==> config.mk <==
export PLATFORM = sky130hd
export DESIGN_NAME = blockade_video_shifter_flat
export DESIGN_NICKNAME = d
export VERILOG_FILES = /design/src/rtl/blockade_video_pkg.sv /design/src/rtl/blockade_video_if.sv /design/src/rtl/blockade_delay_line.sv /design/src/rtl/blockade_video_shifter.sv /design/src/flat_wrapper.sv
export SDC_FILE = /design/constraint.sdc
export NUM_CORES = 1
export LEC_CHECK = 0
export ABC_AREA = 0
export CORE_MARGIN = 2
export CORE_UTILIZATION = 50
export CTS_CLUSTER_SIZE = 28
export DETAILED_ROUTE_END_ITERATION = 6
export DONT_BUFFER_PORTS = 1
export PLACE_DENSITY = 0.65
export SLEW_MARGIN = 20
export SYNTH_ARGS = -nofsm -noshare
export SYNTH_HDL_FRONTEND = slang
export SYNTH_SLANG_ARGS = --single-unit
==> constraint.sdc <==
create_clock -name clk -period 1.8 [get_ports clk]
set_input_delay 0.09 -clock clk [delete_from_list [all_inputs] [get_ports clk]]
set_output_delay 0.09 -clock clk [all_outputs]
set_load 0.03 [all_outputs]
==> src/rtl/blockade_video_pkg.sv <==
// rtl/blockade_video_pkg.sv - shared constants, colour type and overlay palette for the video shifter
package blockade_video_pkg;

  localparam logic [2:0] LOAD_PHASE_DEF = 3'd7;
  localparam int         SYNC_DELAY_DEF = 9;

  typedef logic [2:0] rgb_t;

  // Gel overlay colour per 32-line band: cyan at top, green middle, yellow bottom.
  localparam rgb_t OVERLAY_LUT [8] = '{
    3'b011, 3'b011,
    3'b010, 3'b010, 3'b010, 3'b010,
    3'b110, 3'b110
  };

endpackage

==> src/rtl/blockade_video_if.sv <==
// rtl/blockade_video_if.sv - timing/PROM inputs and video outputs of the pixel output stage
interface blockade_video_if;

  logic       ce_pix;
  logic [8:0] h_count;
  logic [8:0] v_count;
  logic       hsync_in;
  logic       vsync_in;
  logic       hblank_in;
  logic       vblank_in;
  logic [7:0] prom_data;
  logic       r;
  logic       g;
  logic       b;
  logic       hsync;
  logic       vsync;
  logic       hblank;
  logic       vblank;
  logic       load_stb;

  modport master (
    output ce_pix, h_count, v_count, hsync_in, vsync_in, hblank_in, vblank_in, prom_data,
    input  r, g, b, hsync, vsync, hblank, vblank, load_stb
  );

  modport slave (
    input  ce_pix, h_count, v_count, hsync_in, vsync_in, hblank_in, vblank_in, prom_data,
    output r, g, b, hsync, vsync, hblank, vblank, load_stb
  );

endinterface

==> src/rtl/blockade_delay_line.sv <==
// rtl/blockade_delay_line.sv - DEPTH-stage shift line advanced on ce, every stage resets to RESET_VAL
module blockade_delay_line #(
  parameter int                WIDTH     = 1,
  parameter int                DEPTH     = 9,
  parameter logic [WIDTH-1:0]  RESET_VAL = '0
) (
  input  logic             clk,
  input  logic             reset,
  input  logic             ce,
  input  logic [WIDTH-1:0] d,
  output logic [WIDTH-1:0] q
);

  logic [WIDTH-1:0] stage [DEPTH];

  always_ff @(posedge clk) begin
    if (!reset) begin
      for (int i = 0; i < DEPTH; i++) begin
        stage[i] <= RESET_VAL;
      end
    end else if (ce) begin
      stage[0] <= d;
      for (int i = 1; i < DEPTH; i++) begin
        stage[i] <= stage[i-1];
      end
    end
  end

  assign q = stage[DEPTH-1];

endmodule

==> src/rtl/blockade_video_shifter.sv <==
// rtl/blockade_video_shifter.sv - serialises PROM row bytes MSB-first and aligns syncs/blanks to them
// Optional colour gel overlay selected by BLOCKADE_COLOR_OVERLAY_EN (monochrome white when undefined).
module blockade_video_shifter
  import blockade_video_pkg::*;
#(
  parameter logic [2:0] LOAD_PHASE = LOAD_PHASE_DEF,
  parameter int         SYNC_DELAY = SYNC_DELAY_DEF,
  parameter logic       INVERT     = 1'b0
) (
  input  logic            clk,
  input  logic            reset,
  blockade_video_if.slave vid
);

  logic [7:0] shifter;
  logic       load_stb_q;
  logic       load_hit;
  logic       pixel;
  logic [3:0] sync_d;
  logic       blank_any;
  rgb_t       pix_color;
  rgb_t       rgb;

  assign load_hit = vid.ce_pix && (vid.h_count[2:0] == LOAD_PHASE);

  always_ff @(posedge clk) begin
    if (!reset) begin
      shifter    <= 8'h00;
      load_stb_q <= 1'b0;
    end else begin
      load_stb_q <= load_hit;
      if (load_hit) begin
        shifter <= vid.prom_data;
      end else if (vid.ce_pix) begin
        shifter <= {shifter[6:0], 1'b0};
      end
    end
  end

  assign pixel = shifter[7] ^ INVERT;

  // Bundle order {hsync, vsync, hblank, vblank}; blanks idle high, syncs idle low.
  blockade_delay_line #(
    .WIDTH     (4),
    .DEPTH     (SYNC_DELAY),
    .RESET_VAL (4'b0011)
  ) u_sync_dl (
    .clk   (clk),
    .reset (reset),
    .ce    (vid.ce_pix),
    .d     ({vid.hsync_in, vid.vsync_in, vid.hblank_in, vid.vblank_in}),
    .q     (sync_d)
  );

  assign blank_any = sync_d[1] | sync_d[0];

`ifdef BLOCKADE_COLOR_OVERLAY_EN
  logic [2:0] band_d;
  logic       unused_inputs;

  blockade_delay_line #(
    .WIDTH     (3),
    .DEPTH     (SYNC_DELAY),
    .RESET_VAL (3'b000)
  ) u_band_dl (
    .clk   (clk),
    .reset (reset),
    .ce    (vid.ce_pix),
    .d     (vid.v_count[7:5]),
    .q     (band_d)
  );

  assign pix_color     = OVERLAY_LUT[band_d];
  assign unused_inputs = &{1'b0, vid.h_count[8:3], vid.v_count[8], vid.v_count[4:0]};
`else
  logic unused_inputs;

  assign pix_color     = 3'b111;
  assign unused_inputs = &{1'b0, vid.h_count[8:3], vid.v_count};
`endif

  assign rgb = (blank_any || !pixel) ? 3'b000 : pix_color;

  assign vid.r        = rgb[2];
  assign vid.g        = rgb[1];
  assign vid.b        = rgb[0];
  assign vid.hsync    = sync_d[3];
  assign vid.vsync    = sync_d[2];
  assign vid.hblank   = sync_d[1];
  assign vid.vblank   = sync_d[0];
  assign vid.load_stb = load_stb_q;

endmodule

==> src/flat_wrapper.sv <==
// flat-port wrapper written by rule: the top's interface ports become plain ports
module blockade_video_shifter_flat import blockade_video_pkg::*;
#(
  parameter logic [2:0] LOAD_PHASE = LOAD_PHASE_DEF,
  parameter int         SYNC_DELAY = SYNC_DELAY_DEF,
  parameter logic       INVERT     = 1'b0
)
  (clk, reset, vid_ce_pix, vid_h_count, vid_v_count, vid_hsync_in, vid_vsync_in, vid_hblank_in, vid_vblank_in, vid_prom_data, vid_r, vid_g, vid_b, vid_hsync, vid_vsync, vid_hblank, vid_vblank, vid_load_stb);
  blockade_video_if vid_i ();
  input  logic clk;
  input  logic reset;
  input wire logic [$bits(vid_i.ce_pix)-1:0] vid_ce_pix;
  input wire logic [$bits(vid_i.h_count)-1:0] vid_h_count;
  input wire logic [$bits(vid_i.v_count)-1:0] vid_v_count;
  input wire logic [$bits(vid_i.hsync_in)-1:0] vid_hsync_in;
  input wire logic [$bits(vid_i.vsync_in)-1:0] vid_vsync_in;
  input wire logic [$bits(vid_i.hblank_in)-1:0] vid_hblank_in;
  input wire logic [$bits(vid_i.vblank_in)-1:0] vid_vblank_in;
  input wire logic [$bits(vid_i.prom_data)-1:0] vid_prom_data;
  output wire logic [$bits(vid_i.r)-1:0] vid_r;
  output wire logic [$bits(vid_i.g)-1:0] vid_g;
  output wire logic [$bits(vid_i.b)-1:0] vid_b;
  output wire logic [$bits(vid_i.hsync)-1:0] vid_hsync;
  output wire logic [$bits(vid_i.vsync)-1:0] vid_vsync;
  output wire logic [$bits(vid_i.hblank)-1:0] vid_hblank;
  output wire logic [$bits(vid_i.vblank)-1:0] vid_vblank;
  output wire logic [$bits(vid_i.load_stb)-1:0] vid_load_stb;
  assign vid_i.ce_pix = vid_ce_pix;
  assign vid_i.h_count = vid_h_count;
  assign vid_i.v_count = vid_v_count;
  assign vid_i.hsync_in = vid_hsync_in;
  assign vid_i.vsync_in = vid_vsync_in;
  assign vid_i.hblank_in = vid_hblank_in;
  assign vid_i.vblank_in = vid_vblank_in;
  assign vid_i.prom_data = vid_prom_data;
  assign vid_r = vid_i.r;
  assign vid_g = vid_i.g;
  assign vid_b = vid_i.b;
  assign vid_hsync = vid_i.hsync;
  assign vid_vsync = vid_i.vsync;
  assign vid_hblank = vid_i.hblank;
  assign vid_vblank = vid_i.vblank;
  assign vid_load_stb = vid_i.load_stb;
  blockade_video_shifter #(.LOAD_PHASE(LOAD_PHASE), .SYNC_DELAY(SYNC_DELAY), .INVERT(INVERT)) u_core (.clk(clk), .reset(reset), .vid(vid_i));
endmodule
After elaboration in Yosys (flattened, before gate mapping)
Memories as Yosys holds them, arrays and structs flattened. Index checks and enable logic that the tools add are counted.

Reduce and logical (&&, ||, !) cells: 4. Mux-type cells: 16. Bitwise operators: 10. Shifts and indexed selects: 0. $add $sub $neg: 0. Multiply operators: 0. Order comparisons: 0. Div/mod/pow operators: 0. Equal/unequal tests: 1.

Operators by type and width (count): two-way mux 4 bit (9); two-way mux 8 bit (2); OR 1 bit (10); two-way mux 1 bit (4); == test 3 bit, second input constant (1); two-way mux 3 bit (1); nonzero test 2 bit (1); logical AND 1 bit (1); logical NOT 1 bit (1); logical OR 1 bit (1).

Bits in latches: 0. Word-level logic and storage cells: 34. Bits in read-only memories: 0. Output and inout bits: 8. RAM bits: 36. Input port bits: 33. Register bits: 9. Memories kept: 1.

Memory list: u_core.u_sync_dl.stage (depth 9, width 4, read ports 9, clocked after memory_dff 0, wr ports 9, RTL line blockade_delay_line.sv:14) `logic [WIDTH-1:0] stage [DEPTH];`.

Depth between registers and ports, before layout
Gate-level depths: netlist (run 1).

Depth in word-level cells: 4. Depth in mapped cells: 4. Gate-level depth less buffers: 3.

Hierarchy
From an unflattened synthesis (run 1), not the netlist that was laid out.

Cells, all modules: 127. Area, all modules: 1843.0 um^2.

Modules (own cells, without submodules): blockade_delay_line (sequential area each 1081.0 um^2, instances 1, cells an instance 85, area an instance 1443.9 um^2); blockade_video_shifter (sequential area each 180.2 um^2, instances 1, cells an instance 42, area an instance 399.1 um^2).

Least setup slack after synthesis (run 1)
Ideal clock, no wire load.

Path type: reg-to-output. Start: memory u_core.u_sync_dl.stage[8][0], in the netlist u_core.u_sync_dl.stage[0][32]. End: output port vid_g. Path slack: -0.021 ns. Buffers on the path: 1. Data required time: 1.710 ns. Stages on the path, launching flop included: 3. Data arrival time: 1.731 ns. Cell sequence: edfxtp_1 > nor3b_1 > buf_4.

RTL lines: start: declaration (RTL line blockade_delay_line.sv:14); end: declaration (RTL line flat_wrapper.sv:21) `output wire logic [$bits(vid_i.g)-1:0] vid_g;`.

==> out/qor.csv, run 1 <==
stage,metric,value,unit
sta,Tcrit/Tclk final,0.842,
clock_tree,Skew-Pair Late Insertion Delay,0.34,ns
logic_synthesis,Yosys warning count,0,
logic_synthesis,Mapped Area,0.00175,mm²
floorplan,# IOs,41,
setup_path,Crit path required time,1.71,ns
grt,first-pass GRT wire length,4010,µm
floorplan,Die Y,63.1,µm
routing,WL/cell,12.7,µm
sta,Slew Limit Fails,0,
layout,fin util,0.601,
setup_path,Worst setup EP type,output pin,
placement,Port Buf Inserts,0,
clock_tree,Post-CTS Setup Bufs,0,
setup_path,Setup CP Type,reg2out,
power_and_ir_drop,Reg power frac,0.670,
power_and_ir_drop,LEAKAGE,0.757,nW
sta,Tightest Pin Transition,0.980,ns
floorplan,die area,0.00398,mm²
clock_tree,clock buffer depth,2,
grt,gr usage total,0.134,
clock_tree,clock sink count,45,
clock_tree,root buf cell,clkbuf_4,
layout,number of diodes,0,
power_and_ir_drop,switch share,0.202,
setup_path,WP data arrival,1.43,ns
run,maxcap violations,0,
clock_tree,CTS tree,yes,
logic_synthesis,"Seq/Total Area, Yosys",0.722,
clock_tree,clock transition at the registers of the reported paths,0.12,ns
floorplan,Initial Util,0.524,
power_and_ir_drop,Max IR drop VDD,579,µV
power_and_ir_drop,clock share of power,0.271,
sta,Tmin final,1.52,ns
logic_synthesis,Synth Register Bits,45,
routing,final WL,2330,µm
logic_synthesis,Cell variety after synth,21,
sta,final setup violation count,0,
grt,pin count of the biggest net entering global routing,35,
grt,initial antenna violation count,0,
hold_path,worst hold path class,in2reg,
clock_tree,CTS H-Tree Depth,2,
layout,layout cells sized above 1,0.101,
floorplan,# rows,21,
sta,f_max,660,MHz
power_and_ir_drop,"Power, Total",1.77,mW
setup_path,Crit Path Max Fanout,3,
sta,Clock Skews,0.00712,ns
routing,vias per inst,4.98,
run_status,outcome,"complete, no violations",
setup_path,CP Cell Sequence,nor3b_2 > buf_4,
clock_tree,CTS Buf Count,5,
setup_path,max incr delay on CP,0.57,ns
routing,via count,917,
power_and_ir_drop,switching power,358,µW
placement,DP HPWL,1260,µm
setup_path,Critical Path Slowest Stage Cell,edfxtp_1,
sta,RSZ-0062 raised after global routing,no,
sta,Slew HR,0.347,
sta,setup_tns,0,ns
logic_synthesis,cell count after synthesis,122,
routing,Post-route DRC,0,
grt,remaining global-route overflow,0,
setup_path,CP Launch Type,register,
grt,vias in the first global route,905,
routing,DRT Pass-1 Iters,2,
layout,area delta synth->final,14.7,%
floorplan,CORE AREA,0.00334,mm²
layout,layout net count,170,
routing,antenna-violating nets left,0,
placement,routability cong.,0.636,
sta,Hold Fails Final Rpt,0,
power_and_ir_drop,power per cell area,882,mW/mm²
layout,Non-Filler Instances,184,
logic_synthesis,net count after synthesis,155,
power_and_ir_drop,Power Internal,1.41,mW
routing,Initial DRC Count,58,
floorplan,Die Wd,63.1,µm
power_and_ir_drop,Comb power frac,0.059,
logic_synthesis,syn avg cell area,14.3,µm²
placement,Placed Cells incl. Taps,160,
==> routing by layer <==
metal / share of wire / vias to the layer above / wire (µm) / global-route usage
met4: 0.0073 / 0 / 17 / 0.0583
met5: 0 / - / 0 / 0
met3: 0.050 / 2 / 117 / 0.0607
met2: 0.46 / 17 / 1070 / 0.206
met1: 0.48 / 427 / 1120 / 0.162
li1: - / 471 / - / -
==> cell usage in the layout (no fill, tap or decap) <==
cell type / synthesis / final
and3_1: 18 / 18
dlymetal6s4s_1: 0 / 1
dfxtp_1: 9 / 9
o21ai_0: 7 / 7
nor2_1: 2 / 2
clkbuf_8: 0 / 1
inv_1: 3 / 3
and2_1: 1 / 1
dlygate4sd3_1: 0 / 15
buf_12: 0 / 1
a311oi_1: 1 / 1
nor3b_2: 0 / 1
nand4_4: 1 / 1
nand2b_1: 1 / 1
nand2_2: 1 / 1
a21oi_1: 6 / 6
or2_2: 3 / 3
clkbuf_1: 5 / 2
o22ai_1: 1 / 1
edfxtp_1: 36 / 36
buf_4: 2 / 1
mux2i_1: 6 / 6
clkbuf_4: 0 / 5
or2_1: 15 / 15
==> registers in the layout, indices dropped and copies added, names as in the netlist <==
name and cells:
u_core.u_sync_dl.stage 36, u_core.shifter 8, u_core.vid.load_stb 1
==> cell families after synthesis <==
| kind of cell | count (synthesis) | share of synthesized area |
|---|---|---|
| AND/OR/NAND/NOR | 43 | 0.160 |
| multiplexers | 6 | 0.0344 |
| buffers and inverters | 13 | 0.0379 |
| flip-flops | 45 | 0.722 |
| AO/OA/AOI/OAI | 15 | 0.0458 |
==> worst max-delay path: cells and delay by family (launching register included) <==
family,cells,cell delay (ns)
buffers and inverters,1,0.29
DFF,1,0.57
and+or+nand+nor,1,0.23
==> power groups by stage <==
stage | Clock [mW] | Combinational, mW | Sequential [mW]
after floorplan | 0 | 0.0636 | 1.21
after global placement | 0 | 0.0583 | 1.21
after detailed placement | 0 | 0.0610 | 1.21
after CTS | 0.504 | 0.106 | 1.19
after global routing | 0.555 | 0.118 | 1.19
final | 0.479 | 0.104 | 1.18
==> final cells by class <==
type / instances / area, µm²
fillers: 280 / 1330
well taps: 46 / 57.6
repair buffers: 18 / 190
inverters: 3 / 11.3
flip-flops and latches: 45 / 1260
multi-input cells: 64 / 425
clock buffers: 8 / 58.8
==> per-stage QoR <==
| stage | area, µm² | setup WS [ns] | hold slack (ns) |
|---|---|---|---|
| floorplan | 1750 | 0.275 | 0.266 |
| detailed placement | 1780 | 0.670 | 0.187 |
| finish | 2000 | 0.284 | 0.0266 |
| global placement | 1780 | 0.678 | 0.184 |
| global route | 2000 | 0.209 | 0.00302 |
| CTS | 2000 | 0.00752 | 0.00939 |
==> repair_timing <==
| item | in CTS | in global routing |
|---|---|---|
| endpoints found under the setup margin | 0 | 8 |
| gates resized for setup | 0 | 1 |
| endpoints found under the hold margin | 29 | 0 |
| hold buffers | 16 | 0 |
==> Yosys cell counts (all sizes together) <==
master | count | area, µm²
nand2b | 1 | 6.26
and3 | 18 | 113
inv | 3 | 11.3
nand2 | 1 | 6.26
dfxtp | 9 | 180
nor2 | 2 | 7.51
a311oi | 1 | 8.76
nor3b | 1 | 7.51
and2 | 1 | 6.26
o21ai | 7 | 35.0
buf | 5 | 36.3
o22ai | 1 | 6.26
a21oi | 6 | 30.0
mux2i | 6 | 60.1
nand4 | 1 | 21.3
edfxtp | 36 | 1080
clkbuf | 5 | 18.8
or2 | 18 | 113
==> final timing paths <==
kind	from	endpoint	slack [ns]	cells past startpoint
hold / removal	vid_prom_data[0]	u_core.shifter[0]	0.03	3
setup reg to reg	u_core.u_sync_dl.stage[0][28]	u_core.u_sync_dl.stage[0][32]	0.88	1
hold reg to reg	u_core.shifter[0]	u_core.shifter[1]	0.50	2
setup / recovery	u_core.u_sync_dl.stage[0][32]	vid_g	0.28	2
(Power assumes the default switching activity.)
==> run 2: changes to the inputs <==
- clock period: 1.8 -> 1.5 ns (I/O delays scaled with it)
==> out/qor.csv, run 2 (same netlist as run 1, synthesis figures left out) <==
stage,metric,value,unit
placement,routability cong.,0.635,
placement,Port Buf Inserts,0,
sta,f_max,683,MHz
sta,final setup violation count,0,
layout,most frequent cells in the layout,"edfxtp_1, and3_1, or2_1, dlygate4sd3_1, dfxtp_1",
clock_tree,root buf cell,clkbuf_4,
hold_path,worst hold path class,in2reg,
power_and_ir_drop,switch share,0.206,
power_and_ir_drop,Reg power frac,0.694,
run_status,outcome,"complete, no violations",
grt,vias in the first global route,929,
clock_tree,CTS Buf Count,5,
power_and_ir_drop,Comb power frac,0.054,
floorplan,die area,0.00398,mm²
grt,pin count of the biggest net entering global routing,37,
layout,"commonest non-fill, non-tap cell in the layout",edfxtp_1,
routing,Initial DRC Count,55,
layout,layout cells sized above 1,0.109,
power_and_ir_drop,switching power,422,µW
run,maxcap violations,0,
clock_tree,clock sink count,45,
grt,gr usage total,0.151,
clock_tree,clock buffer depth,2,
sta,RSZ-0062 raised after global routing,yes,
sta,Tmin final,1.46,ns
layout,layout net count,170,
clock_tree,CTS tree,yes,
setup_path,Crit Path Max Fanout,3,
power_and_ir_drop,Power Internal,1.63,mW
floorplan,# IOs,41,
routing,DRT Pass-1 Iters,4,
grt,remaining global-route overflow,0,
clock_tree,Skew-Pair Late Insertion Delay,0.35,ns
sta,Clock Skews,0.0113,ns
routing,antenna-violating nets left,0,
power_and_ir_drop,clock share of power,0.251,
grt,first-pass GRT wire length,4400,µm
setup_path,WP data arrival,1.39,ns
setup_path,Setup crit start,u_core.u_sync_dl.stage[0][33],
layout,fillcell total,281,
floorplan,# rows,21,
setup_path,Crit path required time,1.42,ns
power_and_ir_drop,"Power, Total",2.05,mW
sta,Tightest Pin Transition,0.578,ns
routing,vias per inst,5.16,
power_and_ir_drop,LEAKAGE,0.761,nW
setup_path,Worst setup EP type,output pin,
setup_path,RR Startpoint,u_core.shifter[5],
setup_path,CP Launch Type,register,
routing,via count,944,
power_and_ir_drop,power per cell area,1030,mW/mm²
sta,setup_tns,0,ns
setup_path,Critical Path Slowest Stage Cell,edfxtp_1,
routing,final WL,2500,µm
routing,WL/cell,13.7,µm
sta,Hold Fails Final Rpt,0,
floorplan,Initial Util,0.524,
floorplan,Die Wd,63.1,µm
layout,max FFs per register,36,
grt,initial antenna violation count,0,
layout,Top reg by flops,u_core.u_sync_dl.stage,
placement,DP HPWL,1350,µm
layout,number of diodes,0,
sta,Slew Limit Fails,0,
layout,fin util,0.597,
layout,area delta synth->final,13.9,%
sta,Slew HR,0.615,
floorplan,CORE AREA,0.00334,mm²
routing,Post-route DRC,0,
clock_tree,CTS H-Tree Depth,2,
hold_path,HP Start,vid_ce_pix,
clock_tree,clock transition at the registers of the reported paths,0.11,ns
setup_path,Setup CP Type,reg2out,
setup_path,max incr delay on CP,0.56,ns
sta,Tcrit/Tclk final,0.976,
floorplan,Die Y,63.1,µm
setup_path,CP Cell Sequence,nor3b_2 > buf_12,
power_and_ir_drop,Max IR drop VDD,531,µV
-- run 2: cell count changes in the layout (fill, tap and decap cells not counted) --
cell | previous run | this run
clkbuf_8 | 1 | 0
nand2b_2 | 0 | 1
buf_4 | 1 | 2
clkinv_1 | 0 | 1
nand2b_1 | 1 | 0
clkbuf_1 | 2 | 1
dlygate4sd3_1 | 15 | 14
-- run 2: worst max-delay path, delay by kind of cell (launching register included) --
family,cells,cell delay (ns)
buffers and inverters,1,0.20
flip-flops,1,0.56
AND/OR/NAND/NOR,1,0.28
-- run 2: final timing paths --
check | end | slack, ns | cells after the start
hold reg to reg | u_core.shifter[1] | 0.48 | 2
setup / recovery | vid_b | 0.04 | 2
setup reg to reg | u_core.shifter[6] | 0.29 | 3
hold / removal | u_core.shifter[1] | 0.02 | 2
-- run 2: power by group through the flow --
stage,sequential [mW],combinational (mW),clock (mW)
6_report,1.42,0.111,0.515
5_1_grt,1.43,0.125,0.597
3_3_place_gp,1.45,0.0662,0
4_1_cts,1.42,0.112,0.539
3_5_place_dp,1.45,0.0692,0
2_1_floorplan,1.45,0.0771,0
-- run 2: cell type report --
class | count | area (µm²) | area share
Multi-Input combinational cell | 64 | 428 | 0.215
Sequential cell | 45 | 1260 | 0.634
Clock buffer | 6 | 41.3 | 0.0207
Tap cell | 46 | 57.6 | 0.0289
Inverter | 3 | 11.3 | 0.00566
Clock inverter | 1 | 3.75 | 0.00189
Timing Repair Buffer | 18 | 188 | 0.0943
-- run 2: per-stage QoR --
step,hold WS [ns],instance area (µm²),worst slack (ns),cells
global placement,0.168,1790,0.414,161
detailed placement,0.172,1790,0.414,161
floorplan,0.251,1760,0.0668,122
finish,0.0196,1990,0.0361,183
global route,0.00989,1990,-0.0634,183
CTS,0.00112,1990,0.00386,183
-- run 2: layer usage --
metal	share of wire	vias to the layer above	wire, µm	GRT usage
li1	-	465	-	-
met1	0.44	450	1100	0.187
met2	0.48	23	1210	0.221
met3	0.054	6	134	0.0661
met4	0.025	0	62	0.0833
met5	0	-	0	0
-- run 2: timing repair --
item	in CTS	in global routing
resized for setup	0	1
buffers inserted	0	0
hold endpoints to repair	29	0
hold buffers	15	0
setup endpoints to repair	0	4
==> run 3: changes to the inputs <==
- CORE_MARGIN: 2 -> unset
==> out/qor.csv, run 3 (same netlist as run 1, synthesis figures left out) <==
stage,metric,value,unit
floorplan,die area,0.00374,mm²
placement,Port Buf Inserts,0,
grt,first-pass GRT wire length,4090,µm
placement,dpl ws,0.406,ns
routing,vias per inst,5.23,
routing,final WL,2490,µm
setup_path,Worst R2R Path Depth,3,
run_status,outcome,"complete, no violations",
routing,antenna-violating nets left,0,
setup_path,Worst setup EP type,output pin,
layout,layout net count,170,
layout,"commonest non-fill, non-tap cell in the layout",edfxtp_1,
run,maxcap violations,0,
layout,Register Area,0.00126,mm²
setup_path,Setup CP Type,reg2out,
power_and_ir_drop,LEAKAGE,0.771,nW
sta,final setup violation count,0,
grt,initial antenna violation count,0,
routing,via count,963,
sta,RSZ-0062 raised after global routing,yes,
layout,area delta synth->final,14.5,%
grt,vias in the first global route,954,
layout,max FFs per register,36,
sta,Slew HR,0.595,
floorplan,Die Y,61.1,µm
grt,pin count of the biggest net entering global routing,37,
sta,Tmin final,1.49,ns
routing,Initial DRC Count,48,
power_and_ir_drop,Max IR drop VDD,807,µV
clock_tree,root buf cell,clkbuf_4,
grt,remaining global-route overflow,0,
hold_path,worst hold path class,in2reg,
sta,Clock Skews,0.0147,ns
hold_path,WHS Path Cells,2,
routing,Post-route DRC,0,
power_and_ir_drop,Comb power frac,0.053,
clock_tree,CTS H-Tree Depth,2,
layout,area of the multi-input gates,428,µm²
layout,Top reg by flops,u_core.u_sync_dl.stage,
layout,number of diodes,0,
sta,Hold Fails Final Rpt,0,
setup_path,WP data arrival,1.42,ns
floorplan,# IOs,41,
power_and_ir_drop,Power Internal,1.63,mW
power_and_ir_drop,switching power,460,µW
sta,Final WS setup,0.00536,ns
floorplan,Die Wd,61.1,µm
setup_path,CP Launch Type,register,
clock_tree,clock buffer depth,2,
layout,fillcell total,280,
power_and_ir_drop,power per cell area,1050,mW/mm²
placement,routability cong.,0.652,
clock_tree,CTS Buf Count,5,
power_and_ir_drop,Reg power frac,0.680,
clock_tree,clock transition at the registers of the reported paths,0.14,ns
power_and_ir_drop,clock share of power,0.267,
clock_tree,Skew-Pair Late Insertion Delay,0.36,ns
sta,f_max,669,MHz
clock_tree,CTS tree,yes,
floorplan,# rows,21,
layout,most frequent cells in the layout,"edfxtp_1, and3_1, or2_1, dlygate4sd3_1, dfxtp_1",
floorplan,Initial Util,0.524,
layout,layout cells sized above 1,0.130,
sta,Slew Limit Fails,0,
floorplan,CORE AREA,0.00334,mm²
grt,gr usage total,0.159,
setup_path,Crit Path Max Fanout,3,
sta,Tightest Pin Transition,0.608,ns
sta,Tcrit/Tclk final,0.996,
setup_path,Crit path required time,1.42,ns
routing,WL/cell,13.5,µm
layout,fin util,0.600,
power_and_ir_drop,switch share,0.220,
clock_tree,clock sink count,45,
placement,DP HPWL,1350,µm
routing,DRT Pass-1 Iters,3,
-- run 3: cell types whose count changed in the layout (fill, tap and decap cells not counted) --
cell,change
clkinv_1,-1
clkinv_2,+2
clkbuf_1,-1
clkinvlp_4,+1
-- run 3: worst paths after layout --
check / to / start / slack (ns)
min reg2reg: u_core.u_sync_dl.stage[0][16] / u_core.u_sync_dl.stage[0][12] / 0.51
min: u_core.u_sync_dl.stage[0][16] / vid_ce_pix / 0.10
max: vid_b / u_core.u_sync_dl.stage[0][33] / 0.005
max reg2reg: u_core.shifter[1] / u_core.shifter[1] / 0.25
-- run 3: power by group through the flow --
stage / Sequential [mW] / Clock, mW / Combinational (mW)
finish: 1.42 / 0.560 / 0.110
CTS: 1.42 / 0.577 / 0.0972
global placement: 1.45 / 0 / 0.0662
detailed placement: 1.45 / 0 / 0.0689
global route: 1.43 / 0.632 / 0.123
floorplan: 1.45 / 0 / 0.0771
-- run 3: routing by layer --
metal,global-route usage,vias up,wire (µm)
met2,0.272,20,1190
met4,0.0714,0,52
li1,-,471,-
met1,0.174,466,1130
met5,0,-,0
met3,0.0630,6,124
-- run 3: cell type report --
type                       instances  area share
clock inverter                     3     0.00876
tap                               46      0.0288
timing repair buffer              18      0.0938
inverter                           3     0.00563
sequential                        45       0.630
clock buffer                       5      0.0188
multi-input combinational         64       0.214
-- run 3: worst max-delay path, cell delays in order, from the launching register on --
cell      delay [ns]
edfxtp_1        0.57
nor3b_2         0.29
buf_12          0.20
-- run 3: what timing repair did --
| action | 4_1_cts | 5_1_grt |
|---|---|---|
| hold buffers | 11 | 4 |
| gates resized for setup | 0 | 1 |
| hold endpoints to repair | 29 | 19 |
| setup buffers | 0 | 0 |
| endpoints found under the setup margin | 3 | 4 |
-- run 3: per-stage QoR --
stage                     instance area [µm²]  setup TNS [ns]  hold slack, ns  power [mW]  std cells
final                                    2000               0           0.102        2.09        184
after global routing                     2000          -0.241           0.121        2.18        184
after CTS                                1960         -0.0474          -0.182        2.10        180
after detailed placement                 1790               0           0.171        1.52        161
after global placement                   1790               0           0.168        1.51        161
after floorplan                          1760               0           0.251        1.52        122
